$ cat src/rtl/rotor_inv.sv
// rotor_inv -- return-path (inverse) rotor with a runtime-built inverse table.
//
// A set pulse loads the rotor position from offset and walks idx_in, one entry
// per cycle for 26 cycles, writing inv[letter] = k. The block then accepts
// characters: letters go through the inverse wiring relative to the current
// rotor position, and any other byte passes through unchanged. Characters run
// through a two-stage pipeline, so dout/done follow the sampling edge by two
// edges.
//
// Ports:
//   clk      system clock, rising edge
//   reset_n  synchronous reset, active-high (name kept from the existing code)
//   set      one-cycle pulse: load offset and (re)start the table build
//   en       qualifies valid and rot
//   valid    din carries a character this cycle
//   rot      step the rotor position by one after this cycle's character
//   din      input character (ASCII)
//   offset   initial rotor position, 0..25
//   idx_in   forward wiring, entry k = idx_in[8k+7:8k]; held stable during build
//   dout     inverse-mapped character, holds between done pulses
//   done     one-cycle pulse, dout is new
//   ready    inverse table built, characters accepted
//   err      sticky flag: idx_in was not a permutation of 'A'..'Z'
//
// Build option: define ROTOR_INV_DUPCHK_EN to check idx_in during the build
// (duplicate or non-letter entries raise err). Without it err is tied low.

module rotor_inv (
   input  logic         clk,
   input  logic         reset_n,
   input  logic         set,
   input  logic         en,
   input  logic         valid,
   input  logic         rot,
   input  logic [7:0]   din,
   input  logic [4:0]   offset,
   input  logic [207:0] idx_in,
   output logic [7:0]   dout,
   output logic         done,
   output logic         ready,
   output logic         err
);

   localparam int          DATA_W = 8;
   localparam int          NLET   = 26;
   localparam logic [7:0]  CH_A   = 8'h41;
   localparam logic [7:0]  CH_Z   = 8'h5A;

   typedef enum logic [1:0] {IDLE, BUILD, READY} state_t;

   // (x + y) mod 26 for x, y in 0..25
   function automatic logic [4:0] add_mod26(input logic [4:0] x, input logic [4:0] y);
      logic [5:0] s;
      s = {1'b0, x} + {1'b0, y};
      if (s >= 6'd26) s = s - 6'd26;
      return s[4:0];
   endfunction

   // (x - y) mod 26 for x, y in 0..25
   function automatic logic [4:0] sub_mod26(input logic [4:0] x, input logic [4:0] y);
      logic [5:0] s;
      if (x >= y) s = {1'b0, x} - {1'b0, y};
      else        s = {1'b0, x} + 6'd26 - {1'b0, y};
      return s[4:0];
   endfunction

   function automatic logic is_letter(input logic [DATA_W-1:0] c);
      return (c >= CH_A) && (c <= CH_Z);
   endfunction

   // Letter index 0..25; 'A'..'Z' have low five bits 1..26.
   function automatic logic [4:0] letter_idx(input logic [DATA_W-1:0] c);
      return c[4:0] - 5'd1;
   endfunction

   state_t             state_q, state_d;
   logic [4:0]         k_q;
   logic [4:0]         pos_q;
   logic [4:0]         inv [NLET];

   logic [DATA_W-1:0]  ent;
   logic               ent_ok;
   logic [4:0]         ent_idx;
   logic               acc, step, build_wr;

   logic               vld_p0, let_p0;
   logic [DATA_W-1:0]  din_p0;
   logic [4:0]         pos_p0, a_p0;

   logic               vld_p1, let_p1;
   logic [DATA_W-1:0]  din_p1;
   logic [4:0]         pos_p1, inv_p1;

   assign ent      = idx_in[{k_q, 3'b000} +: 8];
   assign ent_ok   = is_letter(ent);
   assign ent_idx  = letter_idx(ent);
   assign build_wr = (state_q == BUILD) && !set && !reset_n;

   assign ready = (state_q == READY);
   // set wins over valid/rot in the same cycle
   assign acc   = en && valid && ready && !set;
   assign step  = en && rot && ready && !set;

   always_comb begin
      state_d = state_q;
      if (set)
         state_d = BUILD;
      else if ((state_q == BUILD) && (k_q == 5'd25))
         state_d = READY;
   end

   // Control: state, build counter, rotor position, pipeline valids, outputs.
   // set flushes every character already in flight.
   always_ff @(posedge clk) begin
      if (reset_n) begin
         state_q <= IDLE;
         k_q     <= '0;
         pos_q   <= '0;
         vld_p0  <= 1'b0;
         vld_p1  <= 1'b0;
         done    <= 1'b0;
         dout    <= '0;
      end else begin
         state_q <= state_d;
         vld_p0  <= acc;
         vld_p1  <= vld_p0 && !set;
         done    <= vld_p1 && !set;
         if (set) begin
            pos_q <= offset;
            k_q   <= '0;
         end else begin
            if (step)
               pos_q <= add_mod26(pos_q, 5'd1);
            if (state_q == BUILD)
               k_q <= (k_q == 5'd25) ? 5'd0 : k_q + 5'd1;
         end
         if (vld_p1 && !set)
            dout <= let_p1 ? (CH_A + {3'b000, sub_mod26(inv_p1, pos_p1)}) : din_p1;
      end
   end

   // Inverse table: non-letter entries are skipped so no write lands outside it.
   always_ff @(posedge clk) begin
      if (build_wr && ent_ok)
         inv[ent_idx] <= k_q;
   end

   // ---- stage p0: capture character with the position of its own cycle ----
   always_ff @(posedge clk) begin
      din_p0 <= din;
      let_p0 <= is_letter(din);
      pos_p0 <= pos_q;
   end

   // Non-letters use index 0 so the table read stays in range.
   assign a_p0 = add_mod26(let_p0 ? letter_idx(din_p0) : 5'd0, pos_p0);

   // ---- stage p1: inverse table read ----
   always_ff @(posedge clk) begin
      inv_p1 <= inv[a_p0];
      din_p1 <= din_p0;
      let_p1 <= let_p0;
      pos_p1 <= pos_p0;
   end

`ifdef ROTOR_INV_DUPCHK_EN
   logic [NLET-1:0] seen_q;
   logic            err_q;

   always_ff @(posedge clk) begin
      if (reset_n || set) begin
         seen_q <= '0;
         err_q  <= 1'b0;
      end else if (state_q == BUILD) begin
         if (!ent_ok)
            err_q <= 1'b1;
         else begin
            if (seen_q[ent_idx])
               err_q <= 1'b1;
            seen_q[ent_idx] <= 1'b1;
         end
      end
   end

   assign err = err_q;
`else
   assign err = 1'b0;
`endif

endmodule

$ cat config.mk
export PLATFORM = sky130hd
export DESIGN_NAME = rotor_inv
export DESIGN_NICKNAME = d
export VERILOG_FILES = /design/src/rtl/rotor_inv.sv
export SDC_FILE = /design/constraint.sdc
export NUM_CORES = 1
export LEC_CHECK = 0
export ABC_AREA = 0
export BUFFER_PORTS_ARGS = -buffer_cell sky130_fd_sc_hd__buf_2
export CORE_MARGIN = 10
export CORE_UTILIZATION = 40
export CTS_BUF_LIST = sky130_fd_sc_hd__clkbuf_4 sky130_fd_sc_hd__clkbuf_8
export CTS_CLUSTER_SIZE = 12
export DETAILED_ROUTE_END_ITERATION = 10
export GPL_TIMING_DRIVEN = 0
export PLACE_DENSITY_LB_ADDON = 0.25
export SLEW_MARGIN = 25
export SYNTH_ARGS = -nofsm -noshare
export SYNTH_HDL_FRONTEND = slang
export SYNTH_SLANG_ARGS = --single-unit
$ cat constraint.sdc
create_clock -name clk -period 3.5 [get_ports clk]
set_input_delay 0.7 -clock clk [delete_from_list [all_inputs] [get_ports clk]]
set_output_delay 0.7 -clock clk [all_outputs]
set_load 0.01 [all_outputs]
==> impl_metrics.yaml <==
route:
  ant_nets: 0
  vias_per_cell: 5.39
  drc_errors: 0
  drtIter0Drc: 525
  firstDrtPassIters: 5
  routed_wirelength_mm: 29.6
  drt-wirelength-per-cell_um: 20.9
  vias: 7632
final_layout:
  drive_gt1_share_pct: 42.0
  synthToLayoutAreaGrowth_pct: 30.1
  final_cell_area_um2: 12700
  fin_nets: 1331
  fillers: 2115
  fin_cells: 1415
  post-route-util_pct: 52.5
placed_design:
  place_area_um2: 11300
  dp_hpwl_mm: 21.9
  place_congestion: 0.907
  io_buffers: 235
  dpl_worst_slack_ps: -1100
  place_inst: 1362
worst_setup_path:
  path_class: "flip-flop to flip-flop"
  critPathMaxFanout: 6
  startpoint_type: "flip-flop"
  r2r_start: "let_p0"
  r2r_cells: 16
  startpoint: "let_p0"
  critical_path.endpoint_type: "flip-flop"
  worstSetupEndpoint: "inv_p1[3]"
  arrival_ps: 3820
  worstPathRequired_ps: 3850
  reg2reg_to: "inv_p1[3]"
  rrSetupSlack_ps: 30
global_routing:
  grt-ovfl-total: 0
  grt_use_total_pct: 18.9
  grt_pass1_wl_mm: 45.3
  antenna_found_initial: 2
  grt_max_degree: 33
  grt_pass1_vias: 8052
logic_synthesis:
  synth_warnings: 0
  synth_edf_count: 130
  yosys_register_bits: 186
  synthesis.nets: 1057
  synthDistinctLibCells: 73
  synth.area.top_cells: "edfxtp_1 (40%), dfxtp_1 (11%), mux4_2 (8.8%)"
  yosysTopAreaCell: "edfxtp_1"
  synth_top_area_share_pct: 40.0
  syn_area_um2: 9760
  synth-async-reset-ratio_pct: 0
  syn_avg_cell_area_um2: 12.1
  ys.flop_type: "edfxtp_1"
  synthCells: 803
  ys_seq_area_share_pct: 51.5
clock_tree:
  cts_root_buffer: "clkbuf_8"
  cts_made_buffers: 17
  clkLatencyLatePin_ps: 470
  htreeDepth: 4
  path_clk_slew_ps: 100
  cts.sinks: 186
  cts_tree: "built"
  clockBufferDepth: 2
timing:
  final-hold-violation-count: 0
  drv_slew: 0
  max-slew-margin-rel_pct: 49.5
  max_freq_mhz: 288
  timing.hold.ws_ps: 337
  setup_slack_ps: 27.6
  setup-violations-final: 0
  tns_ps: 0
  min_period_ps: 3470
  tightest_slew_ps: 758
  rsz0062_at_grt: "yes"
  clock_skew_ps: 10.6
  period_share_pct: 99.2
die:
  die_area_um2: 31000
  rows: 57
  die_width_um: 176
  initial_core_util_pct: 40.4
  die_h_um: 176
  ios: 238
  core_area_um2: 24200
power:
  powerDensity_nw_per_um2: 395
  irDropWorstVdd_uv: 267
  p_total_mw: 5.01
  leakage_nw: 4.79
outcome:
  outcome: "completed"
worst_hold_path:
  hold_depth: 0
  holdCritPathClass: "flip-flop to flip-flop"
run:
  maxCapViolCount: 0
[metal layers]
layer | global-route usage [%] | routed length, µm | up-vias
met5 | 0 | 13 | -
met4 | 6.43 | 703 | 2
met3 | 4.74 | 1990 | 52
met2 | 32.1 | 14800 | 300
met1 | 22.9 | 12100 | 3678
li1 | - | - | 3600
[layout by cell type (no fill, tap or decap), drive strengths merged, types with 23 or more instances in the layout]
cell type and count:
mux2i 60, a21oi 39, mux4 38, ha 23
inv 32, clkbuf 40, edfxtp 130, nand2 66
buf 278, dfxtp 56, nor2 75
[how the worst min path moves through the flow]
stage / startpoint / end / slack, ps
5_1_grt: din[5] / din_p0[5] / 320
4_1_cts: din[5] / din_p0[5] / 320
2_1_floorplan: din_p0[5] / din_p1[5] / 310
3_5_place_dp: din_p0[6] / din_p1[6] / 310
6_report: din_p0[6] / din_p1[6] / 340
3_3_place_gp: din_p0[7] / din_p1[7] / 310
[final cells by class]
cell class / count / area [µm²] / share of cell area, %
antenna: 1 / 2.50 / 0.0197
buffer: 41 / 375 / 2.96
clock buffer: 18 / 241 / 1.90
clock inverter: 14 / 179 / 1.41
inverter: 29 / 114 / 0.897
multi-input combinational: 543 / 4880 / 38.5
sequential: 186 / 5050 / 39.8
tap: 324 / 405 / 3.20
timing repair buffer: 259 / 1440 / 11.3
[worst max-delay path: stages (launching register included)]
cell and delay (ps):
dfxtp_4 390, nor2b_4 160, ha_4 160, inv_2 40, fa_2 350, nand2b_4 160
o2bb2ai_4 170, xor2_4 200, o31ai_4 280, buf_6 170, xnor2_4 120, buf_6 170
buf_8 150, mux4_2 330, mux2i_2 240, o22a_1 180, o311ai_1 80
[timing repair]
| action | 4_1_cts | 5_1_grt |
|---|---|---|
| hold buffers | 0 | 0 |
| endpoints found under the setup margin | 135 | 135 |
| gates cloned | 0 | 2 |
| gates resized for setup | 84 | 87 |
| setup buffers | 15 | 7 |
| pin swaps | 8 | 24 |
| hold endpoints to repair | 0 | 0 |
[synth_stat cells, types with 5 or more instances]
library cell / instances
a32oi_1: 13
nor3_1: 19
mux2_1: 5
a31oi_1: 7
xnor2_1: 17
a21oi_1: 39
nand4_1: 13
mux2i_1: 60
nand3_1: 11
nand2_1: 66
a21o_1: 5
clkbuf_1: 19
nand2b_1: 7
a221oi_1: 6
xor2_1: 11
nor2b_1: 8
o22ai_1: 6
mux4_2: 38
nor2_1: 75
edfxtp_1: 130
dfxtp_1: 56
mux2_2: 12
and2_1: 11
buf_2: 16
o211ai_1: 7
a211oi_1: 10
buf_6: 6
o21ai_0: 9
inv_1: 25
ha_1: 23
[cell families (layout without fill, tap and decap cells)]
logic type               count (synthesis)  after routing  share of synthesized area, %
buffers and inverters                   74            361                          3.63
multiplexers                           115            115                          16.9
adder cells (fa/ha/maj)                 27             27                          3.77
AND/OR/NAND/NOR                        229            229                          10.9
other                                    1              2                        0.0384
XOR/XNOR                                29             29                          2.80
AO/OA/AOI/OAI                          142            142                          10.4
flip-flops                             186            186                          51.5
[sequential cells by signal, indices dropped and copies added, names as in the netlist, 2 cells and up]
signal,flops
inv,130
din_p0,8
din_p1,8
dout,8
inv_p1,5
k_q,5
pos_p0,5
pos_p1,5
pos_q,5
state_q,2
[power breakdown]
group / total [mW] / leakage [nW] / internal [mW] / switching [mW]
sequential: 2.39 / 1.73 / 2.36 / 0.0299
clock: 1.50 / 0.218 / 0.676 / 0.822
combinational: 1.12 / 2.85 / 0.549 / 0.567
total: 5.01 / 4.79 / 3.59 / 1.42
Power figures use the tool's default switching activity.
